===== src/rtl/arm_pkg.sv =====
// arm_pkg: shared register-index constants and the MEM/WB pipeline bundle
package arm_pkg;
  localparam int REG_IDX_W = 4;
  localparam int NUM_REGS = 15;
  localparam logic [REG_IDX_W-1:0] PC_IDX = 4'd15;
  typedef struct packed {
    logic                 valid;
    logic                 wb_en;
    logic                 r_en;
    logic [31:0]          alu_res;
    logic [31:0]          data;
    logic [REG_IDX_W-1:0] dest;
  } wb_bundle;
endpackage


===== src/rtl/wb_scoreboard.sv =====
// wb_scoreboard: per-register in-flight write counters with two hazard query ports
module wb_scoreboard import arm_pkg::*; #(
  parameter int NUM_REGS = 15,
  parameter int CNT_W = 2
) (
  input  logic                 clk,
  input  logic                 rst,
  input  logic                 inc_i,
  input  logic [REG_IDX_W-1:0] inc_idx_i,
  input  logic                 dec_i,
  input  logic [REG_IDX_W-1:0] dec_idx_i,
  input  logic                 wb_we_i,
  input  logic [REG_IDX_W-1:0] wb_idx_i,
  input  logic [REG_IDX_W-1:0] src1_i,
  input  logic [REG_IDX_W-1:0] src2_i,
  input  logic                 use2_i,
  output logic                 hazard1_o,
  output logic                 hazard2_o
);
  localparam logic [CNT_W-1:0] MAX = '1;
  logic [CNT_W-1:0] cnt_q [NUM_REGS];
  logic [CNT_W-1:0] cnt_d [NUM_REGS];
  logic [NUM_REGS-1:0] inc_v, dec_v;
  logic [CNT_W-1:0] c1, c2;
  always_comb begin
    c1 = '0;
    c2 = '0;
    for (int r = 0; r < NUM_REGS; r++) begin
      inc_v[r] = inc_i && inc_idx_i == REG_IDX_W'(r);
      dec_v[r] = dec_i && dec_idx_i == REG_IDX_W'(r);
      cnt_d[r] = (inc_v[r] && !dec_v[r] && cnt_q[r] != MAX) ? cnt_q[r] + CNT_W'(1) :
                 (dec_v[r] && !inc_v[r] && cnt_q[r] != '0) ? cnt_q[r] - CNT_W'(1) : cnt_q[r];
      if (src1_i == REG_IDX_W'(r)) c1 = cnt_q[r];
      if (src2_i == REG_IDX_W'(r)) c2 = cnt_q[r];
    end
  end
  always_ff @(posedge clk or posedge rst)
    if (rst) for (int r = 0; r < NUM_REGS; r++) cnt_q[r] <= '0;
    else cnt_q <= cnt_d;
  // the write in WB commits at negedge, before ID samples, so it is discounted
  assign hazard1_o = src1_i != PC_IDX && c1 != CNT_W'(wb_we_i && wb_idx_i == src1_i);
  assign hazard2_o = use2_i && src2_i != PC_IDX && c2 != CNT_W'(wb_we_i && wb_idx_i == src2_i);
  for (genvar g = 0; g < NUM_REGS; g++) begin : g_chk
    assert property (@(posedge clk) disable iff (rst) !(inc_v[g] && !dec_v[g] && cnt_q[g] == MAX));
    assert property (@(posedge clk) disable iff (rst) !(dec_v[g] && !inc_v[g] && cnt_q[g] == '0));
  end
endmodule


===== src/rtl/wb_stage_scoreboard.sv =====
// wb_stage_scoreboard: MEM/WB register, write-back result select and in-flight write scoreboard
module wb_stage_scoreboard import arm_pkg::*; #(
  parameter int NUM_REGS = 15,
  parameter int CNT_W = 2
) (
  input  logic        clk,
  input  logic        rst,
  input  logic        freeze,
  input  logic        mem_valid,
  input  logic        mem_wb_en,
  input  logic        mem_r_en,
  input  logic [31:0] mem_alu_res,
  input  logic [31:0] mem_data,
  input  logic [3:0]  mem_dest,
  input  logic        iss_valid,
  input  logic        iss_wb_en,
  input  logic [3:0]  iss_dest,
  input  logic [3:0]  q_src1,
  input  logic [3:0]  q_src2,
  input  logic        q_use2,
  output logic [3:0]  Dest_wb,
  output logic [31:0] Result_WB,
  output logic        writeBackEn,
  output logic        hazard1,
  output logic        hazard2,
  output logic        pc_wr_err
);
  wb_bundle wb_q, wb_d;
  logic err_q, err_d, leave;
  always_comb begin
    wb_d = freeze ? wb_q : '{valid: mem_valid, wb_en: mem_wb_en, r_en: mem_r_en,
                            alu_res: mem_alu_res, data: mem_data, dest: mem_dest};
    leave = wb_q.valid && wb_q.wb_en && !freeze;
    err_d = err_q || (leave && wb_q.dest == PC_IDX);
  end
  always_ff @(posedge clk or posedge rst)
    if (rst) begin
      wb_q <= '0;
      err_q <= 1'b0;
    end else begin
      wb_q <= wb_d;
      err_q <= err_d;
    end
  assign Dest_wb = wb_q.dest;
  assign Result_WB = wb_q.r_en ? wb_q.data : wb_q.alu_res;
  assign writeBackEn = wb_q.valid && wb_q.wb_en && wb_q.dest != PC_IDX;
  assign pc_wr_err = err_q;
  wb_scoreboard #(.NUM_REGS(NUM_REGS), .CNT_W(CNT_W)) u_sb (
    .clk       (clk),
    .rst       (rst),
    .inc_i     (iss_valid && iss_wb_en && !freeze && iss_dest != PC_IDX),
    .inc_idx_i (iss_dest),
    .dec_i     (writeBackEn && !freeze),
    .dec_idx_i (wb_q.dest),
    .wb_we_i   (writeBackEn),
    .wb_idx_i  (wb_q.dest),
    .src1_i    (q_src1),
    .src2_i    (q_src2),
    .use2_i    (q_use2),
    .hazard1_o (hazard1),
    .hazard2_o (hazard2)
  );
endmodule


===== config.mk =====
export PLATFORM = sky130hd
export DESIGN_NAME = wb_stage_scoreboard
export DESIGN_NICKNAME = d
export VERILOG_FILES = /design/src/rtl/arm_pkg.sv /design/src/rtl/wb_scoreboard.sv /design/src/rtl/wb_stage_scoreboard.sv
export SDC_FILE = /design/constraint.sdc
export NUM_CORES = 1
export LEC_CHECK = 0
export ABC_AREA = 1
export CORE_MARGIN = 3
export CORE_UTILIZATION = 50
export CTS_BUF_LIST = sky130_fd_sc_hd__clkbuf_16
export CTS_CLUSTER_SIZE = 25
export DETAILED_ROUTE_END_ITERATION = 8
export GPL_TIMING_DRIVEN = 1
export PLACE_DENSITY = 0.79
export SETUP_SLACK_MARGIN = 0.3
export SLEW_MARGIN = 15
export SYNTH_ARGS = -nofsm -noshare
export SYNTH_HDL_FRONTEND = slang
export SYNTH_SLANG_ARGS = --single-unit

===== constraint.sdc =====
create_clock -name clk -period 4.9 [get_ports clk]
set_input_delay 1.225 -clock clk [delete_from_list [all_inputs] [get_ports clk]]
set_output_delay 1.225 -clock clk [all_outputs]
set_load 0.1 [all_outputs]

==> results of run 1 <==
[metal layers]
metal	global-route usage [%]	wire length, µm	vias to the layer above
met1	29.2	6520	2509
met2	40.5	7200	183
met3	8.66	1240	34
li1	-	-	2817
met4	7.37	379	0
met5	0	0	-
[cells by family after synthesis]
| kind of cell | synth area share [%] |
|---|---|
| AND/OR/NAND/NOR | 32.6 |
| buffers and inverters | 9.34 |
| AO/OA/AOI/OAI | 11.2 |
| flip-flops | 44.3 |
| XOR/XNOR | 2.58 |
[worst min-delay path, stage by stage, from the launching register on]
cell     delay, ns
dfrtp_1       0.35
nand2_1       0.05
nand2_1       0.05
[report_power, final]
part           total [mW]  internal, mW  switching, mW
clock network       0.766         0.414          0.352
registers            1.06         0.945          0.119
logic               0.793         0.234          0.559
[layout make-up]
cell class | instances | area, µm²
Multi-Input combinational cell | 597 | 2690
Inverter | 104 | 405
Timing Repair Buffer | 132 | 1330
Sequential cell | 102 | 2550
Fill cell | 975 | 3550
Clock inverter | 7 | 101
Clock buffer | 9 | 225
Tap cell | 140 | 175
[cells in the mapped netlist, types with 2 or more instances]
cell type	number	share of area (%)
nand3_4	2	0.61
nor2_1	87	5.7
nand2_2	2	0.22
nand3_1	27	2.3
nand3_2	2	0.35
inv_2	6	0.39
inv_1	96	6.3
xor2_1	17	2.6
nand2_1	302	20
nand4_1	11	1.2
clkbuf_1	21	1.4
a21oi_1	18	1.6
o31ai_1	4	0.52
nor2_2	10	1.1
o21ai_0	89	7.7
buf_4	4	0.52
o21ai_1	4	0.35
dfrtp_1	102	44
buf_2	2	0.17
nor3_1	13	1.1
[registers in the layout (all words and copies together) (netlist names)]
name	flops
pc_wr_err	1
u_sb.cnt_q	30
Dest_wb	4
wb_q	67
[worst paths after layout]
path / endpoint / slack [ns] / depth (start not counted)
max: hazard2 / 0.51 / 15
min in group asynchronous: u_sb.cnt_q[28] / 1.39 / 2
max reg2reg: u_sb.cnt_q[18] / 2.95 / 9
min: wb_q[25] / 0.48 / 2
min reg2reg: wb_q[25] / 0.48 / 2
max in group asynchronous: u_sb.cnt_q[0] / 2.82 / 3
[repair_timing]
| item | in CTS | in global routing |
|---|---|---|
| endpoints found under the setup margin | 0 | 2 |
| gates resized for setup | 0 | 11 |
| hold endpoints to repair | 0 | 0 |
[per-stage QoR]
stage	total power, mW	std cells
floorplan	1.61	832
global placement	1.86	1075
detailed placement	1.87	1075
CTS	2.64	1091
global route	2.74	1091
finish	2.62	1091
==> results.ini, run 1 <==
[outcome]
status=finished clean

[clocking]
hold_buffers=0
root_buffer=clkbuf_16
cts_buffer_depth=2
cts_tree=built
clkTransAtPathRegs_ns=0.08
cts_setup_buffers=0
ctsHtreeMaxLevel=3
cts_made_buffers=9
clock_latency_ns=0.35
numClockSinks=102

[route]
vias=5543
wl_per_cell_um=14.1
first_pass_iters=5
drt_iter0_drc=369
drt-total-wl_mm=15.3
detail-route-antenna-nets=0
viasPerCell=5.08
drcViolationCount=0

[global_route]
grt_pass1_vias=5338
grt_max_degree=109
antenna_found_initial=0
grt_usage_pct=24.1
grt_pass1_wl_mm=24.8
grt_overflow=0

[synth]
syn_inst=832
ys.flop_type=dfrtp_1
synth.avg_cell_area_um2=6.93
syn_area_um2=5760
synth_seq_area_share_pct=44.3
synth-edff-count=0
postSynth.asyncResetShare_pct=100
synth_cell_types=33
ys_ff_latch=102
yosysWarnings=0
synth_nets=921

[timing]
worst_pin_slew_ns=1.03
fin_crit_sh_pct=89.7
slew-limit-headroom_pct=30.9
hold_viol=0
fmax_mhz=228
rsz0062_at_grt=false
min_period_ns=4.39
holdWs_ns=0.483
worst_slack_ns=0.506
skew_ns=0.00679
setup_violations=0
finalSetupTns_ns=0
drv_slew=0

[pwr]
p_leak_nw=3.59
power_density_nw_per_um2=350
ir_worst_vdd_v=0.000270

[final_layout]
final_cell_mix=302 x nand2_1, 109 x clkdlybuf4s50_1, 101 x dfrtp_1, 95 x inv_1, 89 x o21ai_0
nets=1035
drive_gt1_share_pct=6.73
area_growth_pct=29.9
final_core_util_pct=67.9
diodes=0
layout_commonest_cell=nand2_1
finalInstanceArea_um2=7480

[critical_path]
worstSetupStartpoint=q_src2[1]
arrival_ns=3.17
worstSetupPathType=primary input to output port
cp_slowest_cell=clkdlybuf4s50_1
worst_path_most_repeated_cell=nor2_1
cp-end-kind=output port
crit_buf_inv=4
r2r_start=Dest_wb[3]
cpPeakStageDelay_ns=0.58
cp_max_fo=5
path_cells=clkdlybuf4s50_1 > nor2_1 > inv_1 > nor2_1 > nand2_1 > nand4_1 > nor2_1 > nand4_1 > nor2_1 > nand4_1 > nor2_1 > nand3_1 > nand2_1 > inv_1 > buf_12
cp_top_family=simple AND/OR/NAND/NOR gates
crit_required_ns=3.67
crit_path_start_kind=primary input

[placed_design]
dpl-instance-area_um2=7120
io_buffers=128
hpwlAfterDp_mm=11.3
gp_congestion=0.960
place_ws_ns=0.438

[floorplanning]
rows=38
dieArea_um2=12900
die_w_um=113
core_um2=11000
die_h_um=113
start_util_pct=52.2
ios=129

[flow_run]
maxCapViolations=0

[min_path]
hold_path_class=register to register
min_from=wb_q[25]

(Power assumes the default switching activity.)
==> run 2: changes to the inputs <==
--- a/config.mk
+++ b/config.mk
@@ -17,4 +17,5 @@
 export SLEW_MARGIN = 15
 export SYNTH_ARGS = -nofsm -noshare
 export SYNTH_HDL_FRONTEND = slang
+export SYNTH_HIERARCHICAL = 1
 export SYNTH_SLANG_ARGS = --single-unit
==> run 2 against run 1 <==
Flip-flop and latch count stayed put; register-to-register slack got worse by 0.35 ns; clock power is 2% lower; sequential share of layout area increased by 0.074 points; sequential power up 13%; critical path type unchanged; utilization decreased by 0.73 points; clock skew is 0.0039 ns higher; final cell count is 1.7% higher.
==> results.ini, run 2 <==
[synth]
synth.avg_cell_area_um2=6.88  ; -0.72%
ys_ff_latch=102  ; unchanged
syn_inst=850  ; +2.2%
yosysWarnings=6  ; +6
ys.flop_type=dfrtp_1
synth_cell_types=29  ; -12%
synth_nets=939  ; +2.0%
yosysTopAreaCell=dfrtp_1
yosys-top-cells-count=291 x nand2_1, 113 x inv_1, 102 x dfrtp_1
postSynth.asyncResetShare_pct=100  ; unchanged
synthTopCellsByArea=dfrtp_1 44%, nand2_1 19%, inv_1 7.3%, o21ai_0 7.1%, nor2_1 6.0%
synth.top_cell.area_share_pct=43.7  ; -0.63 points
syn_area_um2=5850  ; +1.4%
synth_seq_area_share_pct=43.7  ; -0.63 points
yosysMostFrequentCell=nand2_1
synth-edff-count=0  ; unchanged

[critical_path]
worstSetupPathType=primary input to output port
crit_required_ns=3.67  ; about the same
arrival_ns=2.90  ; -0.27 ns
cpPeakStageDelay_ns=0.25  ; -0.33 ns
reg2reg_slack_ns=2.60  ; -0.35 ns
crit_buf_inv=2  ; -2
cp_max_fo=8  ; +3
rr_worst_depth=11  ; +2
path_cells=dlymetal6s2s_1 > nor2_1 > nand3_1 > nand4_1 > nor2_1 > nand4_1 > nand2_1 > nand3_1 > nand2_1 > nand3_1 > a21oi_1 > nor2_1 > nor2_2 > buf_12
crit_path_start_kind=primary input
cp_top_family=simple AND/OR/NAND/NOR gates
cp-end-kind=output port
r2r_start=Dest_wb[1]
cp_slowest_cell=dlymetal6s2s_1
r2r-end=u_sb/cnt_q[2]

[placed_design]
gp_congestion=0.928  ; -3.3%
io_buffers=128  ; unchanged
place_ws_ns=0.429  ; -0.00940 ns
hpwlAfterDp_mm=11.1  ; -1.6%

[route]
drt-total-wl_mm=14.9  ; -2.6%
drt_iter0_drc=383  ; +3.8%
first_pass_iters=7  ; +2
wl_per_cell_um=13.5  ; -4.3%
viasPerCell=5.02  ; -1.2%
detail-route-antenna-nets=0  ; unchanged
vias=5573  ; +0.54%
drcViolationCount=0  ; unchanged

[min_path]
hold_depth=2  ; unchanged
min_from=pc_wr_err
hold_path_class=register to register
holdPathEnd=pc_wr_err

[pwr]
p_leak_nw=3.61  ; +0.70%
switching_share_pct=39.6  ; +0.31 points
seqPwrFrac_pct=41.8  ; +1.2 points
combPwrFrac_pct=31.9  ; +1.7 points
power_density_nw_per_um2=384  ; +9.5%
p_int_mw=1.73  ; +8.7%
p_sw_mw=1.13  ; +10%
power_frac_clock_pct=26.2  ; -3.0 points
ir_worst_vdd_v=0.000292  ; +8.3%

[final_layout]
nets=1054  ; +1.8%
drive_gt1_share_pct=6.19  ; -0.54 points
layout_commonest_cell=nand2_1
final_cell_mix=289 x nand2_1, 114 x inv_1, 103 x clkdlybuf4s50_1, 101 x dfrtp_1, 89 x nor2_1
fillers=995  ; +2.1%
largest_reg_flops=67  ; unchanged
top_register=wb_q
diodes=0  ; unchanged
area_growth_pct=27.8

[clocking]
cts_setup_buffers=0  ; unchanged
cts_tree=built
cts_made_buffers=9  ; unchanged
clock_latency_ns=0.34  ; about the same
ctsHtreeMaxLevel=3  ; unchanged
clkTransAtPathRegs_ns=0.07  ; about the same
root_buffer=clkbuf_16
cts_buffer_depth=2  ; unchanged
numClockSinks=102  ; unchanged

[floorplanning]
dieArea_um2=13000  ; +1.4%
start_util_pct=52.5  ; +0.30 points
rows=38  ; unchanged
core_um2=11100  ; +0.86%
die_w_um=114  ; +0.67%
ios=129  ; unchanged
die_h_um=114  ; +0.67%

[timing]
worst_slack_ns=0.779  ; +0.273 ns
drv_slew=0  ; unchanged
hold_viol=0  ; unchanged
rsz0062_at_grt=false
setup_violations=0  ; unchanged
min_period_ns=4.12  ; -0.273 ns
holdWs_ns=0.468  ; -0.0151 ns
worst_pin_slew_ns=1.01  ; -0.0286 ns
skew_ns=0.0107  ; +0.00389 ns
finalSetupTns_ns=0  ; unchanged
fin_crit_sh_pct=84.1  ; -5.6 points
slew-limit-headroom_pct=32.8  ; +1.9 points
fmax_mhz=243  ; +6.6%

[flow_run]
maxCapViolations=0  ; unchanged

[global_route]
grt_max_degree=104  ; -4.6%
grt_pass1_vias=5244  ; -1.8%
grt_pass1_wl_mm=25.0  ; +0.86%
grt_overflow=0  ; unchanged
antenna_found_initial=0  ; unchanged
grt_usage_pct=23.9  ; -0.28 points

[outcome]
status=finished clean

-- run 2: cell type report --
cell class | instances | area [µm²] | area share, %
multi-input combinational | 597 | 2640 | 35.4
sequential | 102 | 2550 | 34.2
timing repair buffer | 133 | 1320 | 17.7
inverter | 122 | 460 | 6.17
clock buffer | 9 | 225 | 3.02
tap | 140 | 175 | 2.35
clock inverter | 7 | 88.8 | 1.19
-- run 2: logic make-up (layout without fill, tap and decap cells) --
group / count (synthesis) / after routing / synth area share, %
simple gates: 447 / 447 / 30.7
buf+inv: 151 / 271 / 11.5
flops: 102 / 102 / 43.7
compound gates: 133 / 133 / 11.6
xor+xnor: 17 / 17 / 2.55
-- run 2: layer usage --
layer  global-route usage [%]  routed length, µm
met1                     32.5               6720
met2                     37.3               6910
met3                     6.50               1060
met4                     7.60                250
met5                        0                  0
-- run 2: worst max path at each step --
stage / slack [ns] / cells past startpoint / startpoint / to
floorplan: 0.44 / 11 / Dest_wb[1] / hazard2
global placement: 0.44 / 12 / q_src2[2] / hazard2
detailed placement: 0.43 / 14 / q_src1[2] / hazard1
CTS: 0.41 / 14 / q_src1[2] / hazard1
global route: 0.55 / 18 / q_src2[0] / hazard2
finish: 0.78 / 14 / q_src1[2] / hazard1
-- run 2: through the flow --
stage	cells	power, mW	util [%]	area [µm²]
2_1_floorplan	850	1.83	-	5850
3_3_place_gp	1094	2.10	64.0	7120
3_5_place_dp	1094	2.12	64.0	7120
4_1_cts	1110	2.87	66.8	7430
5_1_grt	1110	3.03	67.1	7470
6_report	1110	2.87	67.1	7470
-- run 2: worst reg2reg max path, cell delays in order (launching register included) --
cell and delay (ns):
dfrtp_1 0.57, nand2_1 0.15, nor2_1 0.08, nor2_1 0.11, clkinv_1 0.25, nor3_1 0.24, inv_1 0.10, nor2_1 0.22
nor2_1 0.11, o21ai_0 0.08, o21ai_0 0.12, xor2_1 0.15
-- run 2: what timing repair did --
item | in CTS | in global routing
resized for setup | 0 | 13
endpoints found under the setup margin | 0 | 2
hold buffers | 0 | 0
-- run 2: power by group through the flow --
stage	registers [mW]	logic [mW]	clock network [mW]
floorplan	1.14	0.689	0
global placement	1.20	0.902	0
detailed placement	1.21	0.912	0
CTS	1.19	0.917	0.763
global route	1.23	0.996	0.806
finish	1.20	0.915	0.752
